<file path="src/rtl/spi_byte_writer.sv">
// SPI receive-side deserializer: shifts MOSI in MSB first on qualified sclk strobes,
// writes each completed word to memory and advances a wrapping write address.
module spi_byte_writer #(
  parameter int addrWidth = 16,
  parameter int depth     = 2**addrWidth,
  parameter int numBits   = 8
) (
  input  logic                 clk,
  input  logic                 reset,
  input  logic                 sclkPosEdge,
  input  logic                 cs,
  input  logic                 mosi,
  input  logic                 rxEn,
  output logic [addrWidth-1:0] memAddr,
  output logic [numBits-1:0]   memData,
  output logic                 memWrEn,
  output logic                 frameDone
);

  localparam int CNT_W = (numBits > 1) ? $clog2(numBits) : 1;
  localparam logic [CNT_W-1:0]     LAST_BIT  = CNT_W'(numBits - 1);
  localparam logic [addrWidth-1:0] LAST_ADDR = addrWidth'(depth - 1);

  typedef enum logic [1:0] {
    IDLE  = 2'd0,
    SHIFT = 2'd1,
    WRITE = 2'd2
  } state_t;

  state_t               state_reg;
  state_t               state_next;
  logic [numBits-1:0]   shift_reg;
  logic [CNT_W-1:0]     bit_count;
  logic                 cs_prev;
  logic                 accept;
  logic                 word_done;
  logic [numBits-1:0]   word_next;

  // Samples are taken in WRITE too, so a strobe in the write cycle starts the next word.
  assign accept    = sclkPosEdge & rxEn & ~cs & (state_reg != IDLE);
  assign word_done = accept & (bit_count == LAST_BIT);
  assign word_next = {shift_reg[numBits-2:0], mosi};

  always_ff @(posedge clk or posedge reset) begin
    if (reset) begin
      state_reg <= IDLE;
    end else begin
      state_reg <= state_next;
    end
  end

  always_comb begin
    state_next = state_reg;
    case (state_reg)
      IDLE: begin
        if (!cs) state_next = SHIFT;
      end
      SHIFT: begin
        if (word_done)  state_next = WRITE;
        else if (cs)    state_next = IDLE;
      end
      WRITE: begin
        state_next = cs ? IDLE : SHIFT;
      end
      default: state_next = IDLE;
    endcase
  end

  always_comb begin
    memWrEn = (state_reg == WRITE);
  end

  always_ff @(posedge clk or posedge reset) begin
    if (reset) begin
      shift_reg <= '0;
      bit_count <= '0;
      cs_prev   <= 1'b1;
      frameDone <= 1'b0;
      memData   <= '0;
      memAddr   <= '0;
    end else begin
      cs_prev   <= cs;
      frameDone <= cs & ~cs_prev;

      // A raised cs throws away any partial word; rxEn low simply freezes it.
      if (cs) begin
        bit_count <= '0;
      end else if (accept) begin
        shift_reg <= word_next;
        bit_count <= word_done ? '0 : bit_count + CNT_W'(1);
      end

      if (word_done) begin
        memData <= word_next;
      end

      if (state_reg == WRITE) begin
        memAddr <= (memAddr == LAST_ADDR) ? '0 : memAddr + addrWidth'(1);
      end
    end
  end

endmodule

</file>
<file path="config.mk">
export PLATFORM = sky130hd
export DESIGN_NAME = spi_byte_writer
export DESIGN_NICKNAME = d
export VERILOG_FILES = /design/src/rtl/spi_byte_writer.sv
export SDC_FILE = /design/constraint.sdc
export NUM_CORES = 1
export LEC_CHECK = 0
export CORE_MARGIN = 2
export CORE_UTILIZATION = 46
export DETAILED_ROUTE_END_ITERATION = 6
export HOLD_SLACK_MARGIN = 0.15
export PLACE_DENSITY = 0.86
export SYNTH_ARGS = -nofsm -noshare
export SYNTH_HDL_FRONTEND = slang
export SYNTH_SLANG_ARGS = --single-unit
</file>
<file path="constraint.sdc">
create_clock -name clk -period 1.51 [get_ports clk]
set_input_delay 0.151 -clock clk [delete_from_list [all_inputs] [get_ports clk]]
set_output_delay 0.151 -clock clk [all_outputs]
set_load 0.005 [all_outputs]
</file>
==> impl_metrics.py <==
metrics = {
    "detailed_routing": {
        "ant_nets": 0,
        "viasPerCell": 5.06,
        "drc_errors": 0,
        "routed_wl_um": 3610,
        "first_iter_violations": 98,
        "first_pass_iters": 4,
        "wire_per_inst_um": 13.7,
        "vias": 1335,
    },
    "die": {
        "num_io_pins": 32,
        "fp.dieH_um": 64.9,
        "rows": 22,
        "dieArea_sq_um": 4220,
        "initial_utilization_pct": 47.4,
        "die_w_um": 64.9,
        "core_area_sq_um": 3610,
    },
    "power_and_ir_drop": {
        "peakVddDrop_mv": 0.897,
        "p_per_area_nw_per_um2": 768,
        "power_w": 0.00195,
        "total_leakage_power_nw": 1.19,
    },
    "clock_tree": {
        "clock_latency_ns": 0.29,
        "h-tree-depth": 2,
        "clkTransAtPathRegs_ns": 0.07,
        "cts_sinks": 38,
        "max-clock-path-buffers": 2,
        "clockRootBuffer": "clkbuf_8",
        "cts_made_buffers": 5,
        "cts_tree": "done",
    },
    "synthesis": {
        "synth_top_cell_by_area": "dfrtp_1",
        "syn_area_sq_um": 1710,
        "yosys-top-cells-count": "37 x dfrtp_1, 14 x nand2_1, 9 x o21ai_0",
        "yosysMostFrequentCell": "dfrtp_1",
        "synthArstFlopShare_pct": 100,
        "syn_avg_cell_area_sq_um": 11.6,
        "ys_seq_area_share_pct": 55.8,
        "ys.flop_type": "dfrtp_1",
        "synthesis.nets": 156,
        "ys_ff_latch": 38,
        "yosys_warnings": 0,
        "ys_top_cells_by_area": "dfrtp_1 54%, mux2_4 7.0%, mux2_2 4.6%",
        "synth_edf_count": 0,
        "synth_top_area_share_pct": 54.2,
        "synthCells": 147,
        "synth.distinct_cells": 31,
    },
    "worst_setup_path": {
        "start_kind": "flip-flop",
        "arrival_ns": 1.82,
        "r2r_cells": 4,
        "cp.required_ns": 1.68,
        "rr_startpoint": "bit_count[1]",
        "cp-end-kind": "flip-flop",
        "r2r_end": "memData[7]",
        "cp_max_fo": 5,
        "critPathKind": "flip-flop to flip-flop",
        "reg2reg_slack_ns": -0.13,
    },
    "sta": {
        "setup_violations": 9,
        "final_max_slew_viol_count": 0,
        "worstMarginPinSlew_ns": 0.268,
        "hold-worst-slack_ns": 0.208,
        "period_needed_ns": 1.64,
        "clock.fmax_mhz": 608,
        "fin_ws_ns": -0.135,
        "rsz0062_at_grt": "yes",
        "final_hold_viol_count": 0,
        "post-route-period-util_pct": 109,
        "slew_headroom_pct": 82.1,
        "finClkSkew_ns": 0.00421,
    },
    "global_routing": {
        "grt_antenna_before_repair": 0,
        "grt_pass1_wl_um": 6000,
        "track_usage_pct": 18.8,
        "grt_max_degree": 39,
        "grt_pass1_vias": 1322,
        "grt_overflow_total": 0,
    },
    "placement": {
        "gp_congestion": 0.832,
        "portBuffers": 31,
        "hpwlAfterDp_um": 2460,
    },
    "worst_hold_path": {
        "hp-class": "input pin to async pin",
    },
    "layout": {
        "largest_reg_flops": 16,
        "drive_above_1_share_pct": 34.7,
        "num-nets-final": 224,
        "n_fill_cell": 265,
        "antenna_cells": 0,
        "syn2layout_area_growth_pct": 49.0,
    },
    "run_status": {
        "violations": "setup timing",
        "status": "finished with violations",
    },
    "job": {
        "maxCapViolCount": 0,
    },
}
[repair_timing]
| item | CTS | global route |
|---|---|---|
| setup buffers | 2 | 3 |
| gates resized for setup | 8 | 18 |
| cloned | 1 | 0 |
| hold endpoints to repair | 0 | 0 |
| hold buffers | 0 | 0 |
| pin swaps | 4 | 7 |
| setup endpoints to repair | 14 | 25 |
[stage by stage]
stage / setup slack, ns / area, sq um / util, % / instances / TNS, ns
2_1_floorplan: -0.152 / 1720 / - / 147 / -1.34
3_3_place_gp: -0.238 / 2280 / 63.4 / 250 / -2.69
3_5_place_dp: -0.267 / 2280 / 63.4 / 250 / -3.04
4_1_cts: -0.153 / 2440 / 67.6 / 261 / -1.09
5_1_grt: -0.173 / 2540 / 70.6 / 264 / -1.67
6_report: -0.135 / 2540 / 70.6 / 264 / -1.03
[critical path, stage by stage (launching register included)]
cell and delay (ns):
dfrtp_1 0.36, ha_2 0.20, ha_4 0.13, or4b_4 0.52, mux2_4 0.32
[cell usage in the layout, fill, tap and decap left out, drive strengths merged, types with 7 or more instances in the layout]
cell type,count
nor2,8
nand2,14
xnor2,8
clkbuf,7
buf,33
o21ai,9
mux2,15
clkdlybuf4s50,29
dfrtp,37
[final cells by class]
type / instances / area [sq um] / share of cell area [%]
timing repair buffer: 64 / 583 / 22.9
clock inverter: 1 / 5.00 / 0.197
tap: 48 / 60.1 / 2.36
sequential: 38 / 952 / 37.4
clock buffer: 7 / 86.3 / 3.39
inverter: 3 / 11.3 / 0.442
multi-input combinational: 103 / 847 / 33.3
[power breakdown]
part	total (W)	internal [W]	switching [W]
logic	0.000127	0.0000772	0.0000498
clock network	0.000714	0.000368	0.000346
registers	0.00111	0.00108	0.0000381
total	0.00195	0.00152	0.000434
[layer usage]
| metal | share of wire (%) | track usage, % | vias to the layer above |
|---|---|---|---|
| met4 | 1.8 | 7.98 | 0 |
| li1 | - | - | 653 |
| met3 | 4.9 | 4.69 | 6 |
| met1 | 43 | 23.7 | 641 |
| met2 | 50 | 30.5 | 35 |
| met5 | 0 | 0 | - |
[kinds of logic after synthesis]
logic type               share of synthesized area (%)
flip-flops                                        55.8
AO/OA/AOI/OAI                                     4.62
XOR/XNOR                                          5.13
AND/OR/NAND/NOR                                   18.5
multiplexers                                      11.6
adder cells (fa/ha/maj)                           2.20
buffers and inverters                             2.12
[how the worst max path moves through the flow]
stage	start	end	slack, ns	cells after the start
global route	bit_count[0]	memData[0]	-0.17	4
detailed placement	sclkPosEdge	memData[7]	-0.27	4
finish	bit_count[1]	memData[7]	-0.13	4
global placement	sclkPosEdge	memData[4]	-0.24	4
floorplan	bit_count[0]	memData[0]	-0.15	5
CTS	bit_count[0]	memData[7]	-0.15	4
No activity file was read; power rests on OpenSTA's default activity.
==> variant 1: new RTL, same flow settings <==
The 3 states of `state_t` get a one-hot encoding in 3 bits.
--- a/src/rtl/spi_byte_writer.sv
+++ b/src/rtl/spi_byte_writer.sv
@@ -21,10 +21,10 @@
   localparam logic [CNT_W-1:0]     LAST_BIT  = CNT_W'(numBits - 1);
   localparam logic [addrWidth-1:0] LAST_ADDR = addrWidth'(depth - 1);
 
-  typedef enum logic [1:0] {
-    IDLE  = 2'd0,
-    SHIFT = 2'd1,
-    WRITE = 2'd2
+  typedef enum logic [2:0] {
+    IDLE  = 3'b001,
+    SHIFT = 3'b010,
+    WRITE = 3'b100
   } state_t;
 
   state_t               state_reg;
Function: same outputs for any inputs over 10 cycles, from zero or initial values and one cycle with reset high; not proved beyond that.
==> variant 1 against the unedited design <==
The run still ends with negative setup slack left. Via count rose by 4.5%. Sequential share of layout area down 1.2 points. Final area is 6.4% higher. Sequential cell count grew 1. Hold slack lost 0.0056 ns. Worst setup slack got worse by 0.020 ns. Wire length is 28% higher. Non-clock buffer count increased by 6. Synthesized area is 2.3% higher.
Power is not compared: it rests on default switching activity, and its combinational part moved more than twofold at a synthesized area within 25%.
==> variant 1: results (changes against the unedited design) <==
DR WL met3=164 um (-6.3%); post-synthesis compound-gate area fraction=2.865% (-1.8 points); DR iter-0 viols=70 (-29%); multi-input gate share of the layout cell area=33.95% (+0.67 points); Distinct cells, synth=36 (+16%); dpl ws=-0.1250 ns (+0.1425 ns); max_slew headroom=77.58% (-4.5 points); mux cell area share after synthesis=9.670% (-2.0 points); fraction of layout cells with a size suffix above 1=44.24% (+9.5 points); Inverters excl. clock=3 (unchanged); htree depth=2 (unchanged); clock buffers=5 (-2); Post-Synth XOR/XNOR Area=7.020% (+1.9 points); violated checks=negative setup slack; register area=980.9 um2 (+3.0%); Avg Inst Size Synth=12.57 um2 (+8.2%); placed instance count=245 (-2.0%); Setup TNS=-3.290 ns (-2.261 ns); GP Congestion=0.9076 (+9.0%); GRT Util Overall=23.93% (+5.2 points); via/cell ratio=5.264 (+4.1%); family with the most delay on the worst path=simple AND/OR/NAND/NOR gates; multi-input gates=97 (-5.8%); met2 Usage GRT=45.58% (+15 points); CTS sink cnt=39 (+2.6%); worst r2r path cells=5 (+1); first-pass GRT wire length=7.493 mm (+25%); non-clk buf share=23.93% (+1.0 points); final setup margin=-0.1544 ns (-0.01980 ns); Worst path slowest cell=or3b_4; Largest stage delay, worst path=0.42 ns (-0.10 ns); met2 WL post-DR=2.626 mm (+46%); skew final=0.001327 ns (-0.002880 ns); Post-Synth Adder-Cell Area=2.149% (-0.049 points); DP Area=2344 um2 (+2.6%); CP Data Arrival Time=1.85 ns (+0.03 ns); met3 track demand over resource=4.623% (-0.064 points); Non-clock buffers=70 (+9.4%); fin nets=225 (+0.45%); met1 Track Usage GR=24.63% (+0.94 points); Area contributors post-synth=dfrtp_1, mux2_2, xnor2_1; CP Launch Point=state_reg[1]; M1 WL=1.700 mm (+8.6%); half-perimeter wire length after placement=2.846 mm (+16%); clk slew on worst S/H paths=0.08 ns; Fin Hold WS=0.2028 ns (-0.005634 ns); sequential share of the synthesized area=56.02% (+0.27 points); capture point of the worst reg-to-reg path=memData[2]; Filler cells=255 (-3.8%); Final setup viols=28 (+19); Syn Nets=148 (-5.1%); WL/cell=17.38 um (+27%); Initial DRT Pass Iterations=4 (unchanged); status=finished with violations
==> variant 1: cell count changes after synthesis, moves of 2 or more <==
cell,change
a21oi_1,-4
xor2_1,+2
xnor2_1,+2
nor3_1,-5
nand3_1,+2
mux2_2,+8
o21ai_0,-3
or2_1,-2
mux2_4,-8
nand4_1,-4
nand2_1,-4
and4_1,+2
==> variant 1: what timing repair did <==
action	in CTS	in global routing
gates resized for setup	39	11
cloned	2	0
pin swaps	8	3
endpoints found under the setup margin	32	38
buffers inserted	6	5
endpoints found under the hold margin	0	0
==> variant 1: logic make-up (layout without fill, tap and decap cells) <==
family | after synthesis | count (layout)
and+or+nand+nor | 54 | 56
DFF | 39 | 39
muxes | 15 | 15
xor gates and xnor gates | 14 | 14
AOI/OAI and AO/OA | 9 | 9
buffers and inverters | 5 | 81
adders and majority gates | 3 | 3
==> variant 2: new RTL, same settings <==
Without the edit above. The parameter `addrWidth` goes from 16 to 15.
--- a/src/rtl/spi_byte_writer.sv
+++ b/src/rtl/spi_byte_writer.sv
@@ -1,7 +1,7 @@
 // SPI receive-side deserializer: shifts MOSI in MSB first on qualified sclk strobes,
 // writes each completed word to memory and advances a wrapping write address.
 module spi_byte_writer #(
-  parameter int addrWidth = 16,
+  parameter int addrWidth = 15,
   parameter int depth     = 2**addrWidth,
   parameter int numBits   = 8
 ) (
Interface: changed (resized memAddr); port bits go from 32 to 31. The function was not compared with the original's and may differ.
==> variant 2 against the unedited design <==
Fmax grew 9.1%. Cell count fell by 6.1%. Synthesized cell count down 12%. Non-clock buffer count grew 3. Count of clock-buffer cells in the layout shrank 2. Sequential share of layout area increased by 1.1 points. Wire length grew 2.5%. Total power increased by 4.9%. Worst setup slack gained 0.14 ns. Final area is 4.7% lower. Synthesized area decreased by 6.7%. Sequential cell count is 1 lower. Critical endpoint is now memAddr[5]. Highest routed layer unchanged.
==> variant 2: results (changes against the unedited design) <==
status=finished, final reports clean; largest net degree at the start of global routing=38 (-2.6%); post-synthesis compound-gate area fraction=4.399% (-0.22 points); Post-Syn Instances=129 (-12%); Filler cells=248 (-6.4%); mux cell area share after synthesis=10.60% (-1.0 points); Distinct cells, synth=30 (-3.2%); clk slew on worst S/H paths=0.11 ns (+0.04 ns); Synth top cells by count=dfrtp_1, mux2_2, nand2_1; GP Congestion=0.8416 (+1.1%); placed instance count=226 (-9.6%); fin nets=210 (-6.3%); half-perimeter wire length after placement=2.405 mm (-2.3%); Post-Synth XOR/XNOR Area=6.049% (+0.92 points); via count of the first global-routing pass=1323 (+0.076%); Leak=1.225 nW (+2.6%); sequential share of the synthesized area=58.21% (+2.5 points); GRT Util Overall=19.79% (+1.0 points); first-pass GRT wire length=5.975 mm (-0.35%); Root Driver=clkbuf_4; worst skew pair latency=0.36 ns (+0.07 ns); Largest register FFs=15 (-1); DR iter-0 viols=75 (-23%); WL/cell=14.92 um (+9.1%); Worst Path Max Fanout=6 (+1); max_slew headroom=80.02% (-2.1 points); via/cell ratio=5.149 (+1.8%); fraction of layout cells with a size suffix above 1=42.08% (+7.4 points)
## variant 2: cells by family after synthesis
group,Yosys count
and+or+nand+nor,46
DFF,37
muxes,15
AOI/OAI and AO/OA,11
xor gates and xnor gates,11
buffers and inverters,6
adders and majority gates,3
## variant 2: path summary, 6_finish.rpt
| path | endpoint | cells past startpoint | from | slack, ns |
|---|---|---|---|---|
| worst min-delay path | cs_prev | 2 | cs | 0.40 |
| min in group asynchronous | memAddr[0] | 4 | reset | 0.68 |
| worst max register to register | memAddr[5] | 5 | memAddr[1] | 0.003 |
| worst max-delay path | memAddr[5] | 5 | memAddr[1] | 0.003 |
| max in group asynchronous | cs_prev | 4 | reset | 0.58 |
| worst min register to register | frameDone | 1 | cs_prev | 0.49 |
## variant 2: area by class of cell
cell class / count / area share, %
inverter: 4 / 0.6189
sequential: 37 / 38.47
multi-input combinational: 86 / 28.62
clock inverter: 3 / 2.682
timing repair buffer: 67 / 25.68
clock buffer: 5 / 1.547
tap: 46 / 2.372
## variant 2: worst max-delay path, stage by stage (launching register included)
cell and delay [ns]:
dfrtp_1 0.39, ha_2 0.20, and4b_1 0.24, nand4_1 0.15, nor2_2 0.31, nor2_1 0.10
## variant 2: through the flow
| stage | power [mW] | hold slack [ns] | instance area (um2) | util [%] | setup WS [ns] |
|---|---|---|---|---|---|
| final | 2.051 | 0.4034 | 2426 | 72.70 | 0.002969 |
| after global placement | 1.207 | 0.4684 | 2128 | 63.78 | -0.09669 |
| after detailed placement | 1.220 | 0.4765 | 2128 | 63.78 | -0.1933 |
| after floorplan | 1.157 | 0.1555 | 1595 | - | 0.02492 |
| after CTS | 2.069 | 0.3758 | 2288 | 68.58 | 0.0005760 |
| after global routing | 2.140 | 0.3969 | 2426 | 72.70 | -0.07668 |
## variant 2: layer usage
layer | part of all wire (%) | vias to the layer above | GRT usage (%) | routed length (um)
li1 | - | 592 | - | -
met3 | 4.9 | 11 | 6.486 | 182
met1 | 37 | 633 | 21.05 | 1356
met5 | 0 | - | 0 | 0
met4 | 2.5 | 0 | 7.222 | 91
met2 | 56 | 41 | 36.29 | 2068
## variant 2: repair_timing
action                                  in CTS  in global routing
endpoints found under the setup margin      12                 33
hold endpoints to repair                    36                  0
hold buffers                                 1                  0
gates resized for setup                     12                 23
pin swaps                                    3                 12
buffers inserted                             6                  9
## variant 2: power breakdown
part           leakage [nW]  switching, mW  internal, mW
clock network        0.0552          0.337         0.512
registers             0.496         0.0397          1.05
logic                 0.674         0.0457        0.0705
